<file path="config.mk">
export PLATFORM = sky130hd
export DESIGN_NAME = approx_adder_evaluator
export DESIGN_NICKNAME = d
export VERILOG_FILES = /design/src/rtl/approx_adder_evaluator.sv
export SDC_FILE = /design/constraint.sdc
export NUM_CORES = 1
export LEC_CHECK = 0
export CAP_MARGIN = 30
export CORE_MARGIN = 1.5
export CORE_UTILIZATION = 55
export DETAILED_ROUTE_END_ITERATION = 8
export PLACE_DENSITY = 0.79
export RECOVER_POWER = 25
export SYNTH_ARGS = -nofsm -noshare
export SYNTH_HDL_FRONTEND = slang
export SYNTH_SLANG_ARGS = --single-unit
</file>
<file path="constraint.sdc">
create_clock -name clk -period 6.6 [get_ports clk]
set_input_delay 0.66 -clock clk [delete_from_list [all_inputs] [get_ports clk]]
set_output_delay 0.66 -clock clk [all_outputs]
set_load 0.005 [all_outputs]
</file>
<file path="src/rtl/approx_adder_evaluator.sv">
// Exhaustive evaluator for an approximate adder: sweeps every (a,b) pair, accumulates error-distance stats.
// Optional macro APPROX_EVAL_MEP_EN adds the total_sq_ed accumulator (sum of ED squared).
module approx_adder_evaluator #(
   parameter int WIDTH  = 8,
   parameter int SETTLE = 1
) (
   input  logic                 clk,
   input  logic                 rst_n,
   input  logic                 start,
   output logic [WIDTH-1:0]     a_out,
   output logic [WIDTH-1:0]     b_out,
   input  logic [WIDTH:0]       approx_sum_in,
   output logic                 busy,
   output logic                 done,
   output logic [2*WIDTH:0]     total_cases,
   output logic [2*WIDTH:0]     error_cases,
   output logic [3*WIDTH:0]     total_ed,
   output logic [WIDTH:0]       max_ed
`ifdef APPROX_EVAL_MEP_EN
   ,
   output logic [4*WIDTH+1:0]   total_sq_ed
`endif
);

   // state  | meaning
   // IDLE   | after reset, results zero, waiting for start
   // DRIVE  | operands held for SETTLE cycles
   // SAMPLE | ED of current pair computed and accumulated on exit
   // DONE   | sweep complete, results held until next start
   typedef enum logic [1:0] {IDLE, DRIVE, SAMPLE, DONE} state_t;

   localparam int CW = (SETTLE > 1) ? $clog2(SETTLE) : 1;
   localparam logic [CW-1:0] SETTLE_LOAD = CW'(SETTLE - 1);

   state_t          state_q, state_d;
   logic [CW-1:0]   settle_cnt;
   logic            launch;
   logic            accum;
   logic            last_pair;
   logic [WIDTH:0]  exact;
   logic [WIDTH:0]  ed;

   assign last_pair = (&a_out) & (&b_out);
   assign exact     = {1'b0, a_out} + {1'b0, b_out};
   assign ed        = (exact >= approx_sum_in) ? (exact - approx_sum_in) : (approx_sum_in - exact);

`ifdef APPROX_EVAL_MEP_EN
   logic [2*WIDTH+1:0] ed_ext;
   logic [2*WIDTH+1:0] ed_sq;
   assign ed_ext = (2*WIDTH+2)'(ed);
   assign ed_sq  = ed_ext * ed_ext;
`endif

   always_ff @(posedge clk or negedge rst_n) begin
      if (!rst_n) state_q <= IDLE;
      else        state_q <= state_d;
   end

   always_comb begin
      state_d = state_q;
      launch  = 1'b0;
      accum   = 1'b0;
      busy    = 1'b0;
      done    = 1'b0;
      case (state_q)
         IDLE: begin
            if (start) begin
               state_d = DRIVE;
               launch  = 1'b1;
            end
         end
         DRIVE: begin
            busy = 1'b1;
            if (settle_cnt == '0) state_d = SAMPLE;
         end
         SAMPLE: begin
            busy    = 1'b1;
            accum   = 1'b1;
            state_d = last_pair ? DONE : DRIVE;
         end
         DONE: begin
            done = 1'b1;
            if (start) begin
               state_d = DRIVE;
               launch  = 1'b1;
            end
         end
         default: state_d = IDLE;
      endcase
   end

   always_ff @(posedge clk or negedge rst_n) begin
      if (!rst_n) begin
         settle_cnt  <= '0;
         a_out       <= '0;
         b_out       <= '0;
         total_cases <= '0;
         error_cases <= '0;
         total_ed    <= '0;
         max_ed      <= '0;
`ifdef APPROX_EVAL_MEP_EN
         total_sq_ed <= '0;
`endif
      end else if (launch) begin
         settle_cnt  <= SETTLE_LOAD;
         a_out       <= '0;
         b_out       <= '0;
         total_cases <= '0;
         error_cases <= '0;
         total_ed    <= '0;
         max_ed      <= '0;
`ifdef APPROX_EVAL_MEP_EN
         total_sq_ed <= '0;
`endif
      end else if (state_q == DRIVE && settle_cnt != '0) begin
         settle_cnt <= settle_cnt - CW'(1);
      end else if (accum) begin
         total_cases <= total_cases + (2*WIDTH+1)'(1);
         error_cases <= error_cases + (2*WIDTH+1)'(ed != '0);
         total_ed    <= total_ed + (3*WIDTH+1)'(ed);
         if (ed > max_ed) max_ed <= ed;
`ifdef APPROX_EVAL_MEP_EN
         total_sq_ed <= total_sq_ed + (4*WIDTH+2)'(ed_sq);
`endif
         // Operands stay on the last pair once the sweep finishes
         if (!last_pair) begin
            {a_out, b_out} <= {a_out, b_out} + (2*WIDTH)'(1);
            settle_cnt     <= SETTLE_LOAD;
         end
      end
   end

endmodule

</file>
Word-level counts from Yosys, hierarchy flattened:

Index checks and enable logic that the tools add are counted.

* eq/ne operators: 8
* reductions and logical operators: 15
* add/sub/neg operators: 8
* mux-type cells: 35
* order comparisons: 2
* bitwise gates (word level): 1

Operators with widths (count)
* $mux W17: 6
* $mux W25: 3
* $mux W8: 8
* $mux W9: 5
* $add A25 B9 Y25: 1
* $sub A9 B9 Y9: 2
* $add A17 B1 Y17: 1
* $add A17 B1 Y17 const B: 1
* $add A16 B1 Y16 const B: 1
* $reduce_and A8 Y1: 2
* $add A8 B8 Y9: 1
* $ge A9 B9 Y1: 1
* $gt A9 B9 Y1: 1
* $mux W1: 9
* $reduce_bool A9 Y1: 1
* $mux W2: 3
* $ne A2 B2 Y1 const B: 3
* $pmux W2 S3: 1
* $reduce_and A2 Y1: 3
* $reduce_and A3 Y1: 2
* $eq A2 B2 Y1 const B: 2
* $reduce_bool A2 Y1: 2
* $reduce_or A2 Y1: 2
* $ne A3 B2 Y1 const B: 1
* other kinds (7): 7

* bits in registers: 87
* output and inout port bits: 86

Logic depth before layout (Yosys ltp):

Gate-level depths: netlist of the first run.

* word-level depth: 8
* gate-level depth with buffers: 26
* mapped depth without buffers: 25

Least setup slack after synthesis of the first run:

No wires, ideal clock.

* kind: reg-to-reg
* from: register b_out[0]
* to: register total_ed[24]
* buffers on the path: 0
* clock period less this slack: 5.220 ns
* cell stages (with the launch flop): 25
* required time: 6.468 ns
* slack: 1.380 ns
* arrival time: 5.089 ns
* path through: dfrtp_1 > ha_1 > fa_1 > a21o_1 > a21oi_1 > o21bai_1 > a21oi_1 > nor2b_1 > o21ai_0 > nand2b_1 > ha_1 > a21oi_1 > o21ai_0 > a21o_1 > nor2_4 > mux2i_1 > inv_1 > fa_1 > and2b_1 > o21ai_1 > a21boi_1 > o211ai_4 > a2111oi_2 > xnor2_1 > nor2_1

* word-level cells in the longest chain between the ends: 7
* elaborated cells on any way between the ends: 9
* classes of those cells: 4 x add/sub; 1 x order compare; 4 x mux

Ends and longest elaborated chain
* start, declared: RTL line 11 `output logic [WIDTH-1:0] b_out,`
* start signal, assigned: RTL line 127 `{a_out, b_out} <= {a_out, b_out} + (2*WIDTH)'(1);`
* $add A8 B8 Y9 *: RTL line 44 `assign exact = {1'b0, a_out} + {1'b0, b_out};`
* $sub A9 B9 Y9 / $ge A9 B9 Y1 (equally long branches): RTL line 45 `assign ed = (exact >= approx_sum_in) ? (exact - approx_sum_in) : (approx_sum_in - exact);`
* $mux W9 *: RTL line 45
* $add A25 B9 Y25 *: RTL line 120 `total_ed <= total_ed + (3*WIDTH+1)'(ed);`
* $mux W25 *: RTL line 117 `end else if (accum) begin`
* $mux W25 *: RTL line 115 `end else if (state_q == DRIVE && settle_cnt != '0) begin`
* $mux W25 *: RTL line 104 `end else if (launch) begin`
* end signal, assigned: RTL line 120
* end, declared: RTL line 17 `output logic [3*WIDTH:0] total_ed,`

Mark *: on every way between the ends. The rest lies on a longest branch, timed or not. The select of a mux whose other input is x is not followed.
A chain may end at the register's enable or synchronous reset.

Worst setup path in the final report of the first run:

Ends and elaborated chain as after synthesis.

==> results.txt, run 1 <==
status - finished, violations left
failing checks - capacitance limit, slew limit
root buffer cell - clkbuf_8
gp weighted congestion - 0.8988
Worst Setup SP - b_out[0]
Post-Layout Cell Count - 906
share of the synthesized area in the top cell type - 36.59%
top_reg_cell synth - dfrtp_1
DP Cell Count - 890
Post-synth ARST share - 100.0%
NetSw - 0.7842 mW
clock share of power - 22.5%
combinational power share - 44.4%
die width - 107.0 um
Crit Path Class - flip-flop to flip-flop
Net Count, Synth - 739
Final period util - 89.37%
Rows - 37
Pleak - 3.225 nW
Resize count post-CTS - 0
DRC marker count from the first detailed-route iteration - 277
Hold Buf Count CTS - 0
via count - 5165
cts bufs inserted - 9
setup violators final - 0
CTS Sinks - 87
RSZ-0062 raised after global routing - false
H-Tree Depth - 3
Area Growth Syn to Fin - 22.40%
gr ovfl total - 0
most frequent cells in the layout - clkdlybuf4s50_1, dfrtp_1, nor2_1, a21oi_1, ha_1
VDD IR max - 447.9 uV
vias in the first global route - 4961
Hold Vio Cnt, Final - 0
Max-slew headroom - -59.48%
max cap viols - 2
buffers added on ports - 97
crit path DAT - 6.12 ns
Max clock buf depth - 2
switch share - 38.56%
area leader, netlist - dfrtp_1
drt first pass iters - 5
Seq/Total Area, Yosys - 36.59%
Synth Warn # - 0
overall power - 2.034 mW
type of origin of the critical path - flip-flop
Worst Skew - 0.006675 ns
Syn Area/Cell - 8.867 um^2
Via-to-Cell Ratio - 5.701
Reg-to-Reg Start - b_out[0]
Die H - 107.0 um
Synth area leaders - dfrtp_1, ha_1, xnor2_1
first-pass GRT wire length - 24.10 mm
Syn Std Cell Area - 5949 um^2
Sequential Power Share - 33.1%
Hold Path Class - flip-flop to flip-flop
Nets - 833
Slew @ Worst Pin - 2.392 ns
DRC - 0
IO Pins - 98
Post-Synthesis Cells - 671
routed length per instance - 16.10 um
antenna-violating nets left - 0
worst-path maximum fanout - 7
initial core utilization - 57.12%
HPWL after DPL - 10.70 mm
ANT cells - 0
TritonCTS clock tree - yes
setup bufs post-CTS - 0
Clock Latency Late Sink - 0.36 ns
Internal - 1.250 mW
layout cells sized above 1 - 4.805%
Max Slew Vio Count - 90
Worst Path Required - 6.82 ns
fmax - 169.5 MHz
die area - 11450 um^2
Synth Register Bits - 87
initial antenna violation count - 0
pwr/cell area - 279.3 nW/um^2
Yosys cell types - 58
Clock Pin Slew Worst Setup and Hold Paths - 0.09 ns
CP Capture Type - flip-flop
EDFF count, synth - 0
core area - 10420 um^2
most common cell after layout, fill and taps aside - clkdlybuf4s50_1
worst hold start - total_ed[6]
final WL - 14.58 mm
Final min period - 5.899 ns
All-Layer GR Usage - 26.34%
TNS Setup - 0 ns
pin count of the biggest net entering global routing - 85
[state kept, by name, summed over array words and instances (netlist names)]
register / flops
error_cases: 17
max_ed: 9
total_cases: 17
b_out: 8
state_q: 2
total_ed: 25
a_out: 8
settle_cnt: 1
[cells by family (layout without fill, tap and decap cells)]
kind of cell,after synthesis,after routing,synth area share [%]
AO/OA/AOI/OAI,134,134,14.28
XOR/XNOR,64,64,9.422
adder cells (fa/ha/maj),56,56,12.28
buffers and inverters,69,168,4.543
flip-flops,87,87,36.59
multiplexers,12,12,2.040
AND/OR/NAND/NOR,249,249,20.84
[per-stage QoR]
step                setup slack, ns  area [um^2]  hold slack, ns  utilization, %
floorplan                     1.380         5949          0.3644               -
global placement             0.9592         7037          0.5226           67.56
detailed placement           0.7778         7064          0.5403           67.82
CTS                          0.7537         7310          0.2961           70.17
global route                 0.2170         7282          0.5882           69.91
finish                       0.7013         7282          0.5491           69.91
[critical path, cell delays in order, from the launching register on]
cell and delay (ns):
dfrtp_1 0.46, ha_1 0.24, fa_1 0.41, a21o_1 0.20
a21oi_1 0.25, o21bai_1 0.10, a21oi_1 0.23, nor2b_1 0.07
o21ai_0 0.15, nand2b_1 0.11, ha_1 0.34, a21oi_1 0.18
o21ai_0 0.14, a21o_1 0.26, nor2_4 0.20, mux2i_1 0.43
inv_1 0.11, fa_1 0.41, and2b_1 0.23, o21ai_1 0.09
a21boi_1 0.39, o211ai_4 0.19, a2111oi_2 0.36, xnor2_1 0.16
nor2_1 0.05
[layer usage]
layer | GRT usage [%] | up-vias | share of wire (%)
li1 | - | 2506 | -
met1 | 36.15 | 2511 | 44
met2 | 43.32 | 133 | 49
met3 | 4.924 | 15 | 5.2
met4 | 6.095 | 0 | 1.1
met5 | 0 | - | 0
[cells in the mapped netlist (3+ instances only)]
cell type	count
a211oi_1	12
a21boi_0	3
a21o_1	10
a21oi_1	53
a22oi_1	5
and3_1	9
buf_2	6
clkbuf_1	10
dfrtp_1	87
fa_1	4
ha_1	52
inv_1	50
mux2i_1	11
nand2_1	49
nand2b_1	6
nand3_1	27
nand3b_1	5
nand4_1	12
nand4_2	3
nor2_1	86
nor2b_1	6
nor3_1	13
nor4_1	3
nor4b_1	3
o21a_1	3
o21ai_0	25
o21bai_1	3
or2_2	3
or3_1	13
xnor2_1	38
xor2_1	26
[power groups by stage]
stage / Clock [mW] / Sequential, mW / Combinational (mW)
2_1_floorplan: 0 / 0.670 / 0.592
3_3_place_gp: 0 / 0.677 / 0.877
4_1_cts: 0.464 / 0.671 / 0.912
5_1_grt: 0.482 / 0.681 / 1.02
6_report: 0.458 / 0.673 / 0.903
3_5_place_dp: 0 / 0.682 / 0.901
[path summary, 6_finish.rpt]
check / endpoint / slack, ns / cells past startpoint
max in group asynchronous: a_out[1] / 2.49 / 2
worst max register to register: total_ed[24] / 0.70 / 24
min in group asynchronous: total_cases[12] / 0.97 / 1
worst min register to register: total_ed[6] / 0.55 / 2
worst min-delay path: total_ed[6] / 0.55 / 2
worst max-delay path: total_ed[24] / 0.70 / 24
[cell type report]
cell class,count,area (um^2)
Clock inverter,5,103.9
Tap cell,136,170.2
Clock buffer,11,141.4
Inverter,50,187.7
Fill cell,838,3134
Timing Repair Buffer,102,998.5
Multi-Input combinational cell,515,3503
Sequential cell,87,2177
(Power assumes the default switching activity.)
==> inputs of run 2 (changes only) <==
--- a/config.mk
+++ b/config.mk
@@ -6,7 +6,6 @@
 export NUM_CORES = 1
 export LEC_CHECK = 0
 export CAP_MARGIN = 30
-export CORE_MARGIN = 1.5
 export CORE_UTILIZATION = 55
 export DETAILED_ROUTE_END_ITERATION = 8
 export PLACE_DENSITY = 0.79
==> results.txt, run 2 (synthesized netlist as in run 1, its figures left out) <==
CP Capture Type - flip-flop
worst reg2reg path endpoint - total_ed[24]
core area - 10420 um^2 (unchanged)
Via-to-Cell Ratio - 5.603 (-1.7%)
Hold Vio Cnt, Final - 0 (unchanged)
max cap viols - 1 (-1)
setup violators final - 0 (unchanged)
critical path's most frequent cell - a21oi_1
RSZ-0062 raised after global routing - false
Max Slew Vio Count - 61 (-32%)
crit path DAT - 6.07 ns (-0.05 ns)
most common cell after layout, fill and taps aside - clkdlybuf4s50_1
Hold Path Class - input pin to asynchronous set/reset pin
routed length per instance - 15.45 um (-4.0%)
Rows - 37 (unchanged)
cell-by-cell trace of the critical path - ha_1 -> fa_1 -> a21o_1 -> a21oi_1 -> o21bai_1 -> a21oi_1 -> nor2b_1 -> o21ai_0 -> nand2b_1 -> ha_1 -> a21oi_1 -> o21ai_0 -> a21o_1 -> nor2_4 -> mux2i_1 -> inv_1 -> fa_1 -> and2b_1 -> o21ai_1 -> a21boi_1 -> o211ai_4 -> a2111oi_2 -> xnor2_1 -> nor2_1
cts bufs inserted - 9 (unchanged)
Pleak - 3.196 nW (-0.89%)
failing checks - capacitance limit, slew limit
via count - 5071 (-1.8%)
Reg-to-Reg Start - b_out[0]
type of origin of the critical path - flip-flop
register area - 2177 um^2 (unchanged)
TritonCTS clock tree - yes
root buffer cell - clkbuf_8
gp weighted congestion - 0.9511 (+5.8%)
Crit path max-delay family - compound AO/OA/AOI/OAI gates
antenna-violating nets left - 0 (unchanged)
Final min period - 5.850 ns (-0.04908 ns)
All-Layer GR Usage - 25.98% (-0.36 points)
CP Buf/Inv Count - 1 (unchanged)
CTS Sinks - 87 (unchanged)
first-pass GRT wire length - 23.23 mm (-3.6%)
most frequent cells in the layout - clkdlybuf4s50_1, dfrtp_1, nor2_1, a21oi_1, ha_1
Max-slew headroom - -115.8% (-56 points)
Worst Path Required - 6.82 ns (about the same)
buffers added on ports - 97 (unchanged)
initial core utilization - 57.12% (unchanged)
Nets - 834 (+0.12%)
pwr/cell area - 268.8 nW/um^2 (-3.8%)
final WL - 13.99 mm (-4.1%)
layout cells sized above 1 - 4.681% (-0.12 points)
slowest cell on the critical path - dfrtp_1
status - finished, violations left
r2r setup slk - 0.75 ns (+0.05 ns)
CP peak stage delay - 0.47 ns (about the same)
largest registers - total_ed: 25 flops, error_cases: 17 flops, total_cases: 17 flops
die area - 11240 um^2 (-1.9%)
Worst Skew - 0.008560 ns (+0.001886 ns)
Multi-input gate area - 3503 um^2 (unchanged)
H-Tree Depth - 3 (unchanged)
Clock Pin Slew Worst Setup and Hold Paths - 0.08 ns (about the same)
Resize count post-CTS - 0 (unchanged)
Clock Latency Late Sink - 0.36 ns (about the same)
Top reg by flops - total_ed
Post-Place Worst Slack - 0.8073 ns (+0.02948 ns)
worst reg2reg path depth - 24 (unchanged)
Final period util - 88.63% (-0.74 points)
setup bufs post-CTS - 0 (unchanged)
die width - 106.0 um (-0.93%)
gr ovfl total - 0 (unchanged)
Slew @ Worst Pin - 3.237 ns (+0.8447 ns)
Max clock buf depth - 2 (unchanged)
Hold Buf Count CTS - 0 (unchanged)
worst-path maximum fanout - 7 (unchanged)
DRC - 0 (unchanged)
pin count of the biggest net entering global routing - 85 (unchanged)
ANT cells - 0 (unchanged)
drt first pass iters - 4 (-1)
DRC marker count from the first detailed-route iteration - 227 (-18%)
IO Pins - 98 (unchanged)
fmax - 171.0 MHz (+0.84%)
Crit Path Class - flip-flop to flip-flop
VDD IR max - 475.8 uV (+6.2%)
Final WS setup - 0.7504 ns (+0.04908 ns)
HPWL after DPL - 10.51 mm (-1.8%)
Largest register FFs - 25 (unchanged)
Area Growth Syn to Fin - 21.45%
Die H - 106.0 um (-0.93%)
Layout fillers - 872 (+4.1%)
initial antenna violation count - 0 (unchanged)
vias in the first global route - 4798 (-3.3%)
TNS Setup - 0 ns (unchanged)
## run 2: cell types whose count changed in the layout (fill, tap and decap cells not counted), sizes merged
cell and change:
clkinv +1, bufinv -2, inv -1, clkinvlp +1
## run 2: how the worst max path moves through the flow
| stage | start | to | depth (start not counted) |
|---|---|---|---|
| floorplan | b_out[0] | total_ed[24] | 24 |
| global placement | b_out[0] | total_ed[24] | 24 |
| detailed placement | b_out[0] | total_ed[24] | 24 |
| CTS | b_out[0] | total_ed[24] | 24 |
| global route | b_out[0] | total_ed[24] | 24 |
| finish | b_out[0] | total_ed[24] | 24 |
## run 2: cell type report
class                   count  share of cell area (%)
multi-input cells         515                   48.48
clock buffers              10                   1.905
well taps                 136                   2.355
inverters                  50                   2.597
repair buffers            103                   13.87
clock inverters             4                  0.6580
flip-flops and latches     87                   30.13
## run 2: report_power, final
part / switching (mW) / internal (mW)
registers: 0.0752 / 0.598
clock network: 0.187 / 0.180
logic: 0.514 / 0.388
## run 2: metrics by stage
step,utilization (%),std cells,instance area (um^2),power (mW),hold slack [ns]
after global placement,67.56,889,7037,1.551,0.4463
after floorplan,-,671,5949,1.262,0.3644
after CTS,69.67,905,7257,1.954,0.05768
final,69.37,905,7226,1.942,0.08418
after detailed placement,67.89,891,7072,1.583,0.4504
after global routing,69.37,905,7226,2.088,0.07659
## run 2: per-layer routing
metal | GRT usage [%] | vias to the layer above | wire, um
met5 | 0 | - | 0
met4 | 6.845 | 0 | 186
met3 | 4.353 | 16 | 576
met2 | 41.27 | 114 | 6583
met1 | 36.83 | 2438 | 6640
li1 | - | 2503 | -
==> inputs of run 3 (changes only) <==
--- a/config.mk
+++ b/config.mk
@@ -7,6 +7,7 @@
 export LEC_CHECK = 0
 export CAP_MARGIN = 30
 export CORE_UTILIZATION = 55
+export CTS_BUF_LIST = sky130_fd_sc_hd__clkbuf_8 sky130_fd_sc_hd__clkbuf_16
 export DETAILED_ROUTE_END_ITERATION = 8
 export PLACE_DENSITY = 0.79
 export RECOVER_POWER = 25
==> results of run 3 <==
Same layout as run 2: the final DEF is identical, and so are final timing and power.
==> RTL change: new RTL, flow settings as in run 3 <==
Register the output `error_cases` once more, with the module's reset; this adds one clock of latency there. The other outputs are not delayed to match.
--- a/src/rtl/approx_adder_evaluator.sv
+++ b/src/rtl/approx_adder_evaluator.sv
@@ -33,2 +33,4 @@
    localparam logic [CW-1:0] SETTLE_LOAD = CW'(SETTLE - 1);
+
+   logic [2*WIDTH:0] error_cases_s0;
 
@@ -97,3 +99,3 @@
          total_cases <= '0;
-         error_cases <= '0;
+         error_cases_s0 <= '0;
          total_ed    <= '0;
@@ -108,3 +110,3 @@
          total_cases <= '0;
-         error_cases <= '0;
+         error_cases_s0 <= '0;
          total_ed    <= '0;
@@ -118,3 +120,3 @@
          total_cases <= total_cases + (2*WIDTH+1)'(1);
-         error_cases <= error_cases + (2*WIDTH+1)'(ed != '0);
+         error_cases_s0 <= error_cases_s0 + (2*WIDTH+1)'(ed != '0);
          total_ed    <= total_ed + (3*WIDTH+1)'(ed);
@@ -132,2 +134,10 @@
 
+   always_ff @(posedge clk or negedge rst_n) begin
+      if (!rst_n) begin
+         error_cases <= '0;
+      end else begin
+         error_cases <= error_cases_s0;
+      end
+   end
+
 endmodule
Check against the original RTL: not equivalent (Yosys sat finds a counterexample within 4 cycles, from zero or initial values and one cycle with rst_n low).
==> RTL change against run 3 <==
- the flow still finishes with violations (capacitance limit, slew limit)
- non-clock buffer count unchanged
- power increased by 15%
- wire length increased by 8.5%
- cell area up 8.6%
- synthesized cell count is 6.6% higher
- sequential cell count is 17 higher
- maximum frequency decreased by 4.2%
- clock power is 41% higher
- count of clock-buffer cells in the layout unchanged
- setup slack lost 260 ps
- synthesized area rose by 8.5%
- final cell count up 5.5%
- critical endpoint is now total_ed[16]
- largest power group unchanged
==> RTL change: results (changes against run 3) <==
[grt]
grt_use_met1_pct = 34.3  ; was 36.8%
grt_pass1_vias = 5227  ; was 4,798
grt_max_degree = 84  ; was 85
grt_usage_pct = 26.6  ; was 26.0%
met2_usage_pct = 44.1  ; was 41.3%

[setup_path]
rr_endpoint = total_ed[16]  ; was total_ed[24]
worstRegToRegCells = 27  ; was 24
r2r_slack_ps = 490  ; was 750 ps
critical_path.max_fanout = 10  ; was 7
cp.arrival_ps = 6300  ; was 6070 ps
slowest_delay_ps = 430  ; was 470 ps

[flow_run]
drv_cap = 2  ; was 1

[routing]
vias_per_cell = 5.63  ; was 5.60
wl_um = 15200  ; was 14,000 µm
wl_per_cell_um = 15.9  ; was 15.5 µm
drtIter0Drc = 292  ; was 227

[clocking]
cts-root-buf = clkbuf_16  ; was clkbuf_8

[pwr]
max-vdd-ir-drop_v = 0.000409  ; was 0.000476 V
p_per_area_nw_per_um2 = 284  ; was 269 nW/µm²
p_leak_nw = 3.49  ; was 3.20 nW

[synthesis]
syn_avg_cell_area_um2 = 9.03  ; was 8.87 µm²
netlist_top_cells_area = dfrtp_1 (40%), ha_1 (9.7%), xor2_1 (5.0%), nand2_1 (4.8%), nor2_1 (4.7%)  ; was dfrtp_1 (37%), ha_1 (11%), xnor2_1 (5.6%), nor2_1 (5.4%), a21oi_1 (4.5%)
synth.top_cells.by_count = dfrtp_1 (104), nand2_1 (83), nor2_1 (80)  ; was dfrtp_1 (87), nor2_1 (86), a21oi_1 (53)
synthesis.nets = 780  ; was 739
yosysUniqueCellTypes = 55  ; was 58
synth_seq_area_share_pct = 40.3  ; was 36.6%

[sta]
fin_skew_ps = 8.27  ; was 8.56 ps
slew_headroom_pct = -107  ; was -116%
drv_slew = 107  ; was 61

[placed_design]
placed_area_um2 = 7510  ; was 7070 µm²
placed_cells = 936  ; was 891
gp_congestion = 0.879  ; was 0.951
dpl.hpwl_um = 11000  ; was 10,500 µm
place_ws_ps = 371  ; was 807 ps
port_buffers = 97  ; unchanged

[outcome]
status = finished with violations  ; unchanged
violations = capacitance limit, slew limit  ; unchanged

[layout]
drive_gt1_share_pct = 5.79  ; was 4.68%
n_fill_cell = 939  ; was 872

==> RTL change: timing repair <==
action | in CTS | in global routing
gates resized for setup | 0 | 7
buffers inserted | 0 | 3
endpoints found under the setup margin | 0 | 30
==> RTL change: area by class of cell <==
class | instances | share of cell area (%)
inverter | 44 | 2.10
tap | 143 | 2.28
clock inverter | 6 | 0.558
timing repair buffer | 103 | 12.8
multi-input combinational | 545 | 46.0
clock buffer | 10 | 3.04
sequential | 104 | 33.2
==> RTL change: metal layers <==
layer  vias to the layer above  wire length [µm]
li1                       2630                 -
met1                      2563              6540
met2                       167              7530
met3                        20               843
met4                         0               269
met5                         -                 0
==> RTL change: kinds of logic (layout without fill, tap and decap cells) <==
family          after synthesis  after routing  synth area share, %
compound gates              129            129                 12.4
buf+inv                      66            163                 4.34
xor+xnor                     71             71                 9.92
flops                       104            104                 40.3
mux                          11             11                 1.78
simple gates                281            281                 20.6
fa+ha+maj                    53             53                 10.6
==> RTL change: report_power, final <==
group	internal, mW	switching, mW
Sequential	0.707	0.0724
Clock	0.268	0.247
Combinational	0.381	0.551
==> RTL change: worst max-delay path: cells and delay by family (launching register included) <==
kind,cells,cell delay (ps)
adders and majority gates,4,1410
and+or+nand+nor,6,530
DFF,1,430
AOI/OAI and AO/OA,15,2970
xor gates and xnor gates,2,570
==> RTL change: how the worst min path moves through the flow <==
stage | to | slack [ps] | from | cells after the start
floorplan | a_out[0] | 360 | rst_n | 0
global route | error_cases[0] | 430 | error_cases_s0[0] | 0
CTS | max_ed[5] | 310 | rst_n | 1
detailed placement | error_cases[0] | 400 | error_cases_s0[0] | 0
global placement | error_cases[16] | 380 | error_cases_s0[16] | 0
finish | error_cases[0] | 410 | error_cases_s0[0] | 0
